[config.mk]
export PLATFORM = sky130hd
export DESIGN_NAME = conv_window_gen_flat
export DESIGN_NICKNAME = d
export VERILOG_FILES = /design/src/rtl/conv_window_gen_if.sv /design/src/rtl/conv_window_gen.sv /design/src/flat_wrapper.sv
export SDC_FILE = /design/constraint.sdc
export NUM_CORES = 1
export LEC_CHECK = 0
export CORE_MARGIN = 2
export CORE_UTILIZATION = 25
export CTS_CLUSTER_DIAMETER = 30
export DETAILED_ROUTE_END_ITERATION = 10
export HOLD_SLACK_MARGIN = 0.05
export PLACE_DENSITY = 0.48
export RECOVER_POWER = 25
export SLEW_MARGIN = 20
export SYNTH_ARGS = -nofsm -noshare
export SYNTH_HDL_FRONTEND = slang
export SYNTH_SLANG_ARGS = --single-unit
[constraint.sdc]
create_clock -name clk -period 10.98 [get_ports clk]
set_clock_uncertainty 0.05 [all_clocks]
set_input_delay 2.196 -clock clk [delete_from_list [all_inputs] [get_ports clk]]
set_output_delay 2.196 -clock clk [all_outputs]
set_load 0.005 [all_outputs]
[src/rtl/conv_window_gen_if.sv]
// conv_window_gen_if: valid/ready pixel-in / window-out bundle for conv_window_gen.
interface conv_window_gen_if #(
  parameter int I_F_BW = 8,
  parameter int CI     = 1,
  parameter int KX     = 5,
  parameter int KY     = 5,
  parameter int IX     = 28,
  parameter int IY     = 28
);
  localparam int PW = CI * I_F_BW;
  localparam int WW = KX * KY * PW;
  localparam int RW = (IY > 1) ? $clog2(IY) : 1;
  localparam int CW = (IX > 1) ? $clog2(IX) : 1;
  logic          i_valid;
  logic          i_ready;
  logic [PW-1:0] i_pixel;
  logic          i_sof;
  logic          o_valid;
  logic          o_ready;
  logic [WW-1:0] o_window;
  logic [RW-1:0] o_row;
  logic [CW-1:0] o_col;
  logic          o_last;
  logic          o_err;
  modport master (
    output i_valid, i_pixel, i_sof, o_ready,
    input  i_ready, o_valid, o_window, o_row, o_col, o_last, o_err
  );
  modport slave (
    input  i_valid, i_pixel, i_sof, o_ready,
    output i_ready, o_valid, o_window, o_row, o_col, o_last, o_err
  );
endinterface

[src/rtl/conv_window_gen.sv]
// conv_window_gen: streaming KXxKY sliding-window generator with line buffers and strided output.
// Define CONV_WINGEN_SOF_RESYNC_EN to let i_sof restart framing and raise a sticky o_err on misalignment.
module conv_window_gen #(
  parameter int I_F_BW = 8,
  parameter int CI     = 1,
  parameter int KX     = 5,
  parameter int KY     = 5,
  parameter int IX     = 28,
  parameter int IY     = 28,
  parameter int STRIDE = 1
) (
  input logic             clk,
  input logic             reset_n,
  conv_window_gen_if.slave s
);
  localparam int PW    = CI * I_F_BW;
  localparam int RW    = (IY > 1) ? $clog2(IY) : 1;
  localparam int CW    = (IX > 1) ? $clog2(IX) : 1;
  localparam int SW    = (STRIDE > 1) ? $clog2(STRIDE) : 1;
  localparam int OUT_W = (IX - KX) / STRIDE + 1;
  localparam int OUT_H = (IY - KY) / STRIDE + 1;
  logic [KY-1:0][KX-1:0][PW-1:0] win_q, win_d, ow_q, ow_d;
  logic [KY-1:0][PW-1:0] lb_rd;
  logic [PW-1:0] lb_mem [KY-1][IX];
  logic [CW-1:0] col_q, col_d, col, oc_q, oc_d, oc, ocol_q, ocol_d;
  logic [RW-1:0] row_q, row_d, row, or_q, or_d, orr, orow_q, orow_d;
  logic [SW-1:0] sx_q, sx_d, sx, sy_q, sy_d, sy;
  logic ov_q, ov_d, last_q, last_d, err_q, err_d;
  logic acc, sof, emit, col_ok, row_ok, eol;
`ifndef CONV_WINGEN_SOF_RESYNC_EN
  logic unused_sof;
  assign unused_sof = s.i_sof;
`endif
  assign s.i_ready  = !ov_q || s.o_ready;
  assign s.o_valid  = ov_q;
  assign s.o_window = ow_q;
  assign s.o_row    = orow_q;
  assign s.o_col    = ocol_q;
  assign s.o_last   = last_q;
  assign s.o_err    = err_q;
  always_comb begin
    acc = s.i_valid && s.i_ready;
`ifdef CONV_WINGEN_SOF_RESYNC_EN
    sof = s.i_sof;
`else
    sof = 1'b0;
`endif
    col = sof ? '0 : col_q;
    row = sof ? '0 : row_q;
    // Phases and output indices restart at the first eligible column/row, so stale values never leak
    sx = (col == CW'(KX-1)) ? '0 : sx_q;
    oc = (col == CW'(KX-1)) ? '0 : oc_q;
    sy = (row == RW'(KY-1)) ? '0 : sy_q;
    orr = (row == RW'(KY-1)) ? '0 : or_q;
    col_ok = col >= CW'(KX-1);
    row_ok = row >= RW'(KY-1);
    eol = col == CW'(IX-1);
    emit = acc && row_ok && col_ok && sx == '0 && sy == '0;
    col_d = acc ? (eol ? '0 : col + 1'b1) : col_q;
    row_d = (acc && eol) ? ((row == RW'(IY-1)) ? '0 : row + 1'b1) : row_q;
    sx_d = (acc && col_ok) ? ((sx == SW'(STRIDE-1)) ? '0 : sx + 1'b1) : sx_q;
    oc_d = (acc && col_ok) ? ((sx == '0) ? oc + 1'b1 : oc) : oc_q;
    sy_d = (acc && eol && row_ok) ? ((sy == SW'(STRIDE-1)) ? '0 : sy + 1'b1) : sy_q;
    or_d = (acc && eol && row_ok) ? ((sy == '0) ? orr + 1'b1 : orr) : or_q;
    lb_rd[KY-1] = s.i_pixel;
    for (int r = 0; r < KY-1; r++) lb_rd[r] = lb_mem[r][col];
    for (int r = 0; r < KY; r++) win_d[r] = acc ? {lb_rd[r], win_q[r][KX-1:1]} : win_q[r];
    ov_d = emit || (ov_q && !s.o_ready);
    ow_d = emit ? win_d : ow_q;
    orow_d = emit ? orr : orow_q;
    ocol_d = emit ? oc : ocol_q;
    last_d = emit ? (orr == RW'(OUT_H-1) && oc == CW'(OUT_W-1)) : last_q;
    err_d = err_q || (acc && sof && (col_q != '0 || row_q != '0));
  end
  always_ff @(posedge clk or negedge reset_n)
    if (!reset_n) begin
      col_q <= '0;
      row_q <= '0;
      sx_q <= '0;
      sy_q <= '0;
      oc_q <= '0;
      or_q <= '0;
      win_q <= '0;
      ov_q <= 1'b0;
      ow_q <= '0;
      orow_q <= '0;
      ocol_q <= '0;
      last_q <= 1'b0;
      err_q <= 1'b0;
    end else begin
      col_q <= col_d;
      row_q <= row_d;
      sx_q <= sx_d;
      sy_q <= sy_d;
      oc_q <= oc_d;
      or_q <= or_d;
      win_q <= win_d;
      ov_q <= ov_d;
      ow_q <= ow_d;
      orow_q <= orow_d;
      ocol_q <= ocol_d;
      last_q <= last_d;
      err_q <= err_d;
    end
  // Cascaded line buffers: buffer r is fed with what window row r+1 sees
  always_ff @(posedge clk)
    if (acc) for (int r = 0; r < KY-1; r++) lb_mem[r][col] <= lb_rd[r+1];
endmodule

[src/flat_wrapper.sv]
// flat-port wrapper written by rule: the top's interface ports become plain ports
module conv_window_gen_flat 
#(
  parameter int I_F_BW = 8,
  parameter int CI     = 1,
  parameter int KX     = 5,
  parameter int KY     = 5,
  parameter int IX     = 28,
  parameter int IY     = 28,
  parameter int STRIDE = 1
)
  (clk, reset_n, s_i_valid, s_i_pixel, s_i_sof, s_o_ready, s_i_ready, s_o_valid, s_o_window, s_o_row, s_o_col, s_o_last, s_o_err);
  conv_window_gen_if #(.I_F_BW(I_F_BW), .CI(CI), .KX(KX), .KY(KY), .IX(IX), .IY(IY)) s_i ();
  input logic clk;
  input logic reset_n;
  input wire logic [$bits(s_i.i_valid)-1:0] s_i_valid;
  input wire logic [$bits(s_i.i_pixel)-1:0] s_i_pixel;
  input wire logic [$bits(s_i.i_sof)-1:0] s_i_sof;
  input wire logic [$bits(s_i.o_ready)-1:0] s_o_ready;
  output wire logic [$bits(s_i.i_ready)-1:0] s_i_ready;
  output wire logic [$bits(s_i.o_valid)-1:0] s_o_valid;
  output wire logic [$bits(s_i.o_window)-1:0] s_o_window;
  output wire logic [$bits(s_i.o_row)-1:0] s_o_row;
  output wire logic [$bits(s_i.o_col)-1:0] s_o_col;
  output wire logic [$bits(s_i.o_last)-1:0] s_o_last;
  output wire logic [$bits(s_i.o_err)-1:0] s_o_err;
  assign s_i.i_valid = s_i_valid;
  assign s_i.i_pixel = s_i_pixel;
  assign s_i.i_sof = s_i_sof;
  assign s_i.o_ready = s_o_ready;
  assign s_i_ready = s_i.i_ready;
  assign s_o_valid = s_i.o_valid;
  assign s_o_window = s_i.o_window;
  assign s_o_row = s_i.o_row;
  assign s_o_col = s_i.o_col;
  assign s_o_last = s_i.o_last;
  assign s_o_err = s_i.o_err;
  conv_window_gen #(.I_F_BW(I_F_BW), .CI(CI), .KX(KX), .KY(KY), .IX(IX), .IY(IY), .STRIDE(STRIDE)) u_core (.clk(clk), .reset_n(reset_n), .s(s_i));
endmodule
Word-level counts from Yosys, hierarchy flattened
Memories as Yosys holds them, arrays and structs flattened.
Index checks and enable logic that the tools add are counted.
{"block": "classes", "add_sub_neg": 6, "order_cmp": 4, "eq_ne": 6, "n_mux": 31, "bitwise_logic": 3, "n_reduce_logical": 15}
{"operator": "224-bit 2-to-1 mux", "n": 1}
{"operator": "40-bit 2-to-1 mux", "n": 5}
{"operator": "8-bit binary-select mux with 5-bit select", "n": 4}
{"operator": "8-bit 2-to-1 mux", "n": 9}
{"operator": "8-bit demux with 5-bit select", "n": 1}
{"operator": "5-bit 2-to-1 mux", "n": 6}
{"operator": "5-bit by 1-bit adder with 5-bit output, second input constant", "n": 4}
{"operator": "5-bit == test, second input constant", "n": 4}
{"operator": "1-bit logical AND", "n": 11}
{"operator": "5-bit by 3-bit == test with 1-bit output, second input constant", "n": 2}
{"operator": "5-bit by 3-bit greater-or-equal comparator with 1-bit output, second input constant", "n": 2}
{"operator": "6-bit greater-or-equal comparator, second input constant", "n": 1}
{"operator": "6-bit by 1-bit less-than comparator with 1-bit output, second input constant", "n": 1}
{"operator": "5-bit NOT with 6-bit output", "n": 1}
{"operator": "1-bit 2-to-1 mux", "n": 5}
{"operator": "1-bit adder, second input constant", "n": 2}
{"operator": "1-bit logical NOT", "n": 2}
{"operator": "1-bit logical OR", "n": 2}
{"operator": "1-bit NOT", "n": 2}
{"block": "totals", "register_bits": 434, "ramBits": 896, "in_bits": 13, "out_inout_bits": 214, "mem_count": 1}
{"name": "u_core.lb_mem", "words": 4, "word_bits": 224, "read_ports": 4, "rd_ports_with_merged_regs": 0, "write_ports": 4, "line_no": "conv_window_gen.sv:24", "source": "logic [PW-1:0] lb_mem [KY-1][IX];"}

Logic depth before layout (Yosys ltp)
Gate-level depths: netlist (run 1).
{"block": "logic_depth", "word_depth": 8, "ltp_mapped": 14}

Least setup slack after synthesis (run 1)
OpenSTA, ideal clock, no wires.
{"block": "synth_timing", "kind": "input to register", "start": "in s_o_ready", "end": "mem u_core.lb_mem[0][120] (netlist name), enable pin", "setup_time_ns": 0.461, "arrival_time_ns": 5.218, "path_slack_ns": 5.251, "path_stages": 6, "path_cell_list": "nor2b_1 inv_1 nand2_1 clkbuf_1 clkbuf_1 nor3_1"}
{"element": "from (decl)", "line_no": "flat_wrapper.sv:19", "source": "input wire logic [$bits(s_i.o_ready)-1:0] s_o_ready;"}
{"element": "to (decl)", "line_no": "conv_window_gen.sv:24"}

==> impl_metrics.json, run 1 <==
{
  "r2r_slack_ps": 3830,
  "startpoint_type": "register",
  "cts_tree": "yes",
  "fmax_mhz": 139.8,
  "stdcell_area_um2": 66560,
  "r2r_start": "u_core.col[1]",
  "ys_seq_elements": 1328,
  "rsz0062_at_grt": "no",
  "synth_area_leaders": "edfxtp_1 53%, dfrtp_1 21%, mux2_2 4.9%, mux2i_1 4.6%, nand2_1 4.4%",
  "die_y_um": 455.6,
  "synth.avg_cell_area_um2": 16.56,
  "synth_largest_area_cell": "edfxtp_1",
  "cts_resized": 0,
  "clock-sinks": 1328,
  "seq_area_frac_synth_pct": 73.96,
  "worstReg2RegEnd": "u_core.s.o_window[156]",
  "drt_wl_total_mm": 142.4,
  "viasPerCell": 4.450,
  "hp-class": "reg -> reg",
  "cts-htree-levels": 5,
  "root_buffer": "clkbuf_16",
  "clkSlewWorstSetupHoldPaths_ps": 50,
  "drive_gt1_share_pct": 24.29,
  "synth_nets": 3100,
  "placed_area_um2": 56690,
  "die_w_um": 455.6,
  "diodes": 0,
  "drc": 0,
  "cts_max_path_buffers": 4,
  "setup_viol": 0,
  "cp_common_cell": "clkbuf_1",
  "final.min_clock_period_ps": 7153,
  "synth_edf_count": 896,
  "clock_latency_ps": 880,
  "vias": 28600,
  "leakage_uw": 0.02524,
  "post-route-period-util_pct": 65.15,
  "die-area_um2": 207600,
  "async_flop_share_pct": 32.53,
  "numPortBuffers": 224,
  "fin_nets": 3557,
  "status": "finished, violations left",
  "syn_inst": 3079,
  "drt_iter0_drc": 2422,
  "slowest_stage": "clkbuf_1",
  "relSlewSlack_pct": -280.7,
  "fin_ws_ps": 3827,
  "maxCapViolations": 10,
  "wire_per_inst_um": 22.15,
  "critical_path_class": "reg -> reg",
  "grt_overflow": 0,
  "cp_num_cells": 8,
  "gr-usage-all-layers_pct": 13.51,
  "initial_utilization_pct": 25.18,
  "violations": "max-capacitance violations, max-slew violations",
  "peakVddDrop_mv": 0.2198,
  "firstDrtPassIters": 5,
  "dp_cells": 5904,
  "power_uw": 22260,
  "postCtsHoldBufs": 0,
  "numCtsBuffers": 301,
  "final_max_slew_viol_count": 357,
  "syn_to_final_growth_pct": 30.53,
  "grt_pass1_wl_mm": 208.6,
  "fin_tns_setup_ps": 0,
  "dp_hpwl_mm": 80.11,
  "cp_cell_sequence": "buf_12 > nor2_1 > clkbuf_1 > a22oi_1 > nand3_1 > nand4_1 > clkbuf_1 > mux2_2",
  "crit_family": "buffers and inverters",
  "fp-row-count": 165,
  "post_cts_buffers": 0,
  "finalHoldViolCount": 0,
  "grt_max_degree": 179,
  "ys.flop_type": "edfxtp_1",
  "crit_required_ps": 11690,
  "final_cells": 6427,
  "worstMarginPinSlew_ps": 5710,
  "power.density_nw_per_um2": 334.4,
  "core_area_um2": 202500,
  "post-place-ws_ps": 4837,
  "holdPathStages": 2,
  "yosys_warnings": 0,
  "cp_data_arrival_time_ps": 7860,
  "antenna_found_initial": 8,
  "synth_area_um2": 50990,
  "synth_cell_types": 56,
  "hp-start": "u_core.win_q[125]",
  "slowest_delay_ps": 1760,
  "yosysTopAreaCellShare_pct": 52.76,
  "worstHoldEndpoint": "u_core.win_q[125]",
  "postRouteAntennaNets": 0,
  "gp_congestion": 0.7336,
  "endpoint_kind": "register",
  "path_buf_inv": 3,
  "crit_path_max_fanout": 92,
  "grt_pass1_vias": 30210,
  "reg2regPathDepth": 8,
  "io_pins": 227
}
[worst min-delay path: cells and delay by family (launching register included)]
kind          cells  cell delay (ps)
flops             1              310
simple gates      2              110
[cell type report]
type | count | area [um2]
Inverter | 9 | 33.78
Clock inverter | 154 | 1755
Sequential cell | 1328 | 37720
Clock buffer | 368 | 8170
Multi-Input combinational cell | 1575 | 12500
Fill cell | 19460 | 136000
Timing Repair Buffer | 321 | 3032
Tap cell | 2672 | 3343
[per-layer routing]
metal / vias to the layer above / routed length, um / GRT usage, %
li1: 12580 / - / -
met2: 872 / 68560 / 22.03
met5: - / 0 / 0
met4: 0 / 2936 / 3.938
met3: 223 / 9684 / 3.874
met1: 14930 / 61190 / 17.42
[Yosys cell counts, drive strengths merged (8+ instances only)]
library cell and number:
a211oi 11, a21oi 32, a221oi 17, a22o 9, a22oi 85, a31oi 8
and2 10, and3 14, buf 90, clkbuf 77, dfrtp 432, edfxtp 896
ha 8, inv 8, mux2 229, mux2i 236, mux4 107, nand2 604
nand3 52, nand4 26, nor2 28, nor2b 14, nor3 12, o21ai 27
[worst max path at each step]
stage          slack, ps                endpoint          start
3_3_place_gp        4830               s_i_ready      s_o_ready
5_1_grt             3020   u_core.s.o_window[65]        reset_n
6_report            3830  u_core.s.o_window[156]  u_core.col[1]
3_5_place_dp        4840               s_i_ready      s_o_ready
4_1_cts             4830               s_i_ready      s_o_ready
2_1_floorplan       5250   u_core.lb_mem[0][120]      s_o_ready
[cells in the final DEF (no fill, tap or decap), types with 7 or more instances in the layout]
master	Yosys	final
ha_1	8	8
a22oi_1	85	85
nor2_4	0	7
nand4_1	26	26
clkinv_4	0	18
clkinvlp_4	0	22
mux4_1	11	11
clkdlybuf4s50_1	0	213
nand2_1	604	603
and3_2	0	8
o21ai_0	23	23
clkinv_2	0	41
mux2i_1	236	236
clkbuf_1	77	55
a21oi_1	32	32
dlygate4sd3_1	0	9
a221oi_1	16	16
nor2b_1	14	11
nor2_1	28	20
mux2_2	222	222
a211oi_1	11	7
clkinv_1	1	29
dfrtp_1	432	430
inv_1	8	8
buf_12	4	8
nand3_1	52	52
clkbuf_8	0	11
mux2_4	7	7
bufinv_16	0	34
inv_6	0	8
a31oi_1	8	8
nor3_2	0	10
edfxtp_1	896	896
clkbuf_16	0	314
a22o_1	9	9
buf_4	16	77
mux4_2	96	96
[power breakdown]
part	switching, uW	internal, uW	leakage (uW)
clock	2700	6030	0.00481
sequential	474	7270	0.0136
combinational	3590	2200	0.00685
total	6760	15500	0.0252
[state kept, by name (all words and copies together) (netlist names)]
name,cells
u_core.col,5
u_core.lb_mem,896
u_core.oc_q,5
u_core.or_q,5
u_core.row,5
u_core.s.o_col,5
u_core.s.o_last,1
u_core.s.o_row,5
u_core.s.o_valid,1
u_core.s.o_window,200
u_core.win_q,200
[kinds of logic after synthesis]
family	after synthesis	share of synthesized area [%]
AO/OA/AOI/OAI	217	3.003
XOR/XNOR	2	0.03436
AND/OR/NAND/NOR	775	6.277
other	1	0.007354
adder cells (fa/ha/maj)	8	0.1963
flip-flops	1328	73.96
buffers and inverters	176	1.970
multiplexers	572	14.55
[metrics by stage]
stage | hold WS, ps | utilization, %
final | 410.7 | 32.86
after global routing | 432.1 | 32.86
after CTS | 414.4 | 32.89
after detailed placement | 405.4 | 27.99
after global placement | 404.6 | 27.99
after floorplan | 385.8 | -
No activity file was read; power rests on OpenSTA's default activity.
==> inputs of run 2 (changes only) <==
==> constraint.sdc (replaced) <==
create_clock -name clk -period 7.31 [get_ports clk]
set_clock_uncertainty 0.05 [all_clocks]
set_input_delay 1.462 -clock clk [delete_from_list [all_inputs] [get_ports clk]]
set_output_delay 1.462 -clock clk [all_outputs]
set_load 0.005 [all_outputs]
==> impl_metrics.json, run 2 (synthesis results as in run 1) <==
{
  "status": "finished, violations left",
  "violations": "max-capacitance violations, max-slew violations",
  "grt_overflow": 0,
  "wire_per_inst_um": 22.19,
  "core_area_um2": 202500,
  "drc": 0,
  "fin_nets": 3567,
  "crit_family": "simple AND/OR/NAND/NOR gates",
  "critical_path_class": "in -> reg",
  "path_buf_inv": 3,
  "final_max_slew_viol_count": 175,
  "peakVddDrop_mv": 0.2936,
  "cts_tree": "yes",
  "slowest_delay_ps": 1440,
  "antenna_found_initial": 6,
  "drt_wl_total_mm": 143.0,
  "power.density_nw_per_um2": 505.9,
  "grt_pass1_wl_mm": 209.1,
  "gr-usage-all-layers_pct": 13.58,
  "gp_congestion": 0.7371,
  "endpoint_kind": "register",
  "fin_tns_setup_ps": 0,
  "dp_hpwl_mm": 80.19,
  "slowest_stage": "nand2_1",
  "clock_latency_ps": 890,
  "hp-class": "reg -> reg",
  "fp-row-count": 165,
  "power_uw": 33880,
  "die_y_um": 455.6,
  "drt_iter0_drc": 2322,
  "initial_utilization_pct": 25.18,
  "die_w_um": 455.6,
  "root_buffer": "clkbuf_16",
  "firstDrtPassIters": 5,
  "final_common_cell": "edfxtp_1",
  "relSlewSlack_pct": -156.7,
  "syn_to_final_growth_pct": 31.35,
  "regMostFlops": "u_core.lb_mem",
  "die-area_um2": 207600,
  "rsz0062_at_grt": "no",
  "cts_max_path_buffers": 4,
  "crit_required_ps": 7730,
  "post_cts_buffers": 0,
  "largest_reg_flops": 896,
  "postCtsHoldBufs": 0,
  "grt_max_degree": 156,
  "postRouteAntennaNets": 0,
  "fmax_mhz": 185.2,
  "cp_data_arrival_time_ps": 5820,
  "post-route-period-util_pct": 73.87,
  "maxCapViolations": 4,
  "cts_resized": 0,
  "numPortBuffers": 224,
  "numCtsBuffers": 308,
  "worstMarginPinSlew_ps": 3850,
  "startpoint_type": "input port",
  "cts-htree-levels": 5,
  "crit_path_max_fanout": 58,
  "cp_cell_sequence": "dlygate4sd3_1 > nor2b_1 > inv_1 > nand2_1 > nor3_2 > buf_4",
  "final.min_clock_period_ps": 5400,
  "grt_pass1_vias": 30230,
  "mostFrequentLayoutCells": "896 x edfxtp_1, 604 x nand2_1, 429 x dfrtp_1, 315 x clkbuf_16, 236 x mux2i_1",
  "viasPerCell": 4.445,
  "clkSlewWorstSetupHoldPaths_ps": 40,
  "vias": 28660,
  "io_pins": 227,
  "clock-sinks": 1328,
  "leakage_uw": 0.02544,
  "setup_viol": 0,
  "finalHoldViolCount": 0,
  "drive_gt1_share_pct": 24.83
}
-- run 2: per-stage QoR --
step | instances | hold slack (ps) | util [%] | area, um2 | worst slack [ps]
after floorplan | 3079 | 385.8 | - | 50990 | 2315
after global placement | 5906 | 403.2 | 28.01 | 56720 | 2409
after detailed placement | 5907 | 404.9 | 28.02 | 56740 | 2353
after CTS | 6445 | 416.7 | 33.09 | 67030 | 2607
after global routing | 6446 | 427.4 | 33.07 | 66970 | 1649
final | 6447 | 411.2 | 33.07 | 66980 | 1910
-- run 2: worst register-to-register path: stages (launching register included) --
cell and delay, ps:
dfrtp_1 390, nor2b_1 210, inv_1 170, nand2_1 1440, nor3_2 1400, buf_4 690
-- run 2: per-layer routing --
layer	vias to the layer above	part of all wire (%)	global-route usage (%)
met2	825	48	22.21
li1	12610	-	-
met4	0	2.4	4.426
met3	253	7.0	4.169
met1	14970	42	17.10
met5	-	0	0
-- run 2: final cells by class --
| type | instances | area (um2) |
|---|---|---|
| Sequential cell | 1328 | 37720 |
| Antenna cell | 1 | 2.502 |
| Clock buffer | 371 | 8253 |
| Tap cell | 2672 | 3343 |
| Clock inverter | 167 | 2033 |
| Timing Repair Buffer | 324 | 3080 |
| Inverter | 9 | 33.78 |
| Multi-Input combinational cell | 1575 | 12510 |
| Fill cell | 19570 | 135500 |
-- run 2: final timing paths --
| path | startpoint | endpoint | slack, ps | cells past startpoint |
|---|---|---|---|---|
| max | s_o_ready | u_core.lb_mem[1][104] | 1910 | 6 |
| min | u_core.win_q[1] | u_core.win_q[1] | 410 | 2 |
| max reg2reg | u_core.s.o_valid | u_core.lb_mem[1][104] | 2570 | 5 |
| min reg2reg | u_core.win_q[1] | u_core.win_q[1] | 410 | 2 |
| max in group asynchronous | reset_n | u_core.col[1] | 2800 | 2 |
| min in group asynchronous | reset_n | u_core.win_q[177] | 1880 | 1 |
-- run 2: report_power, final --
part,internal [uW],total (uW),switching [uW]
combinational,3310,8740,5420
clock,9400,13500,4140
sequential,10900,11600,700
total,23600,33900,10300
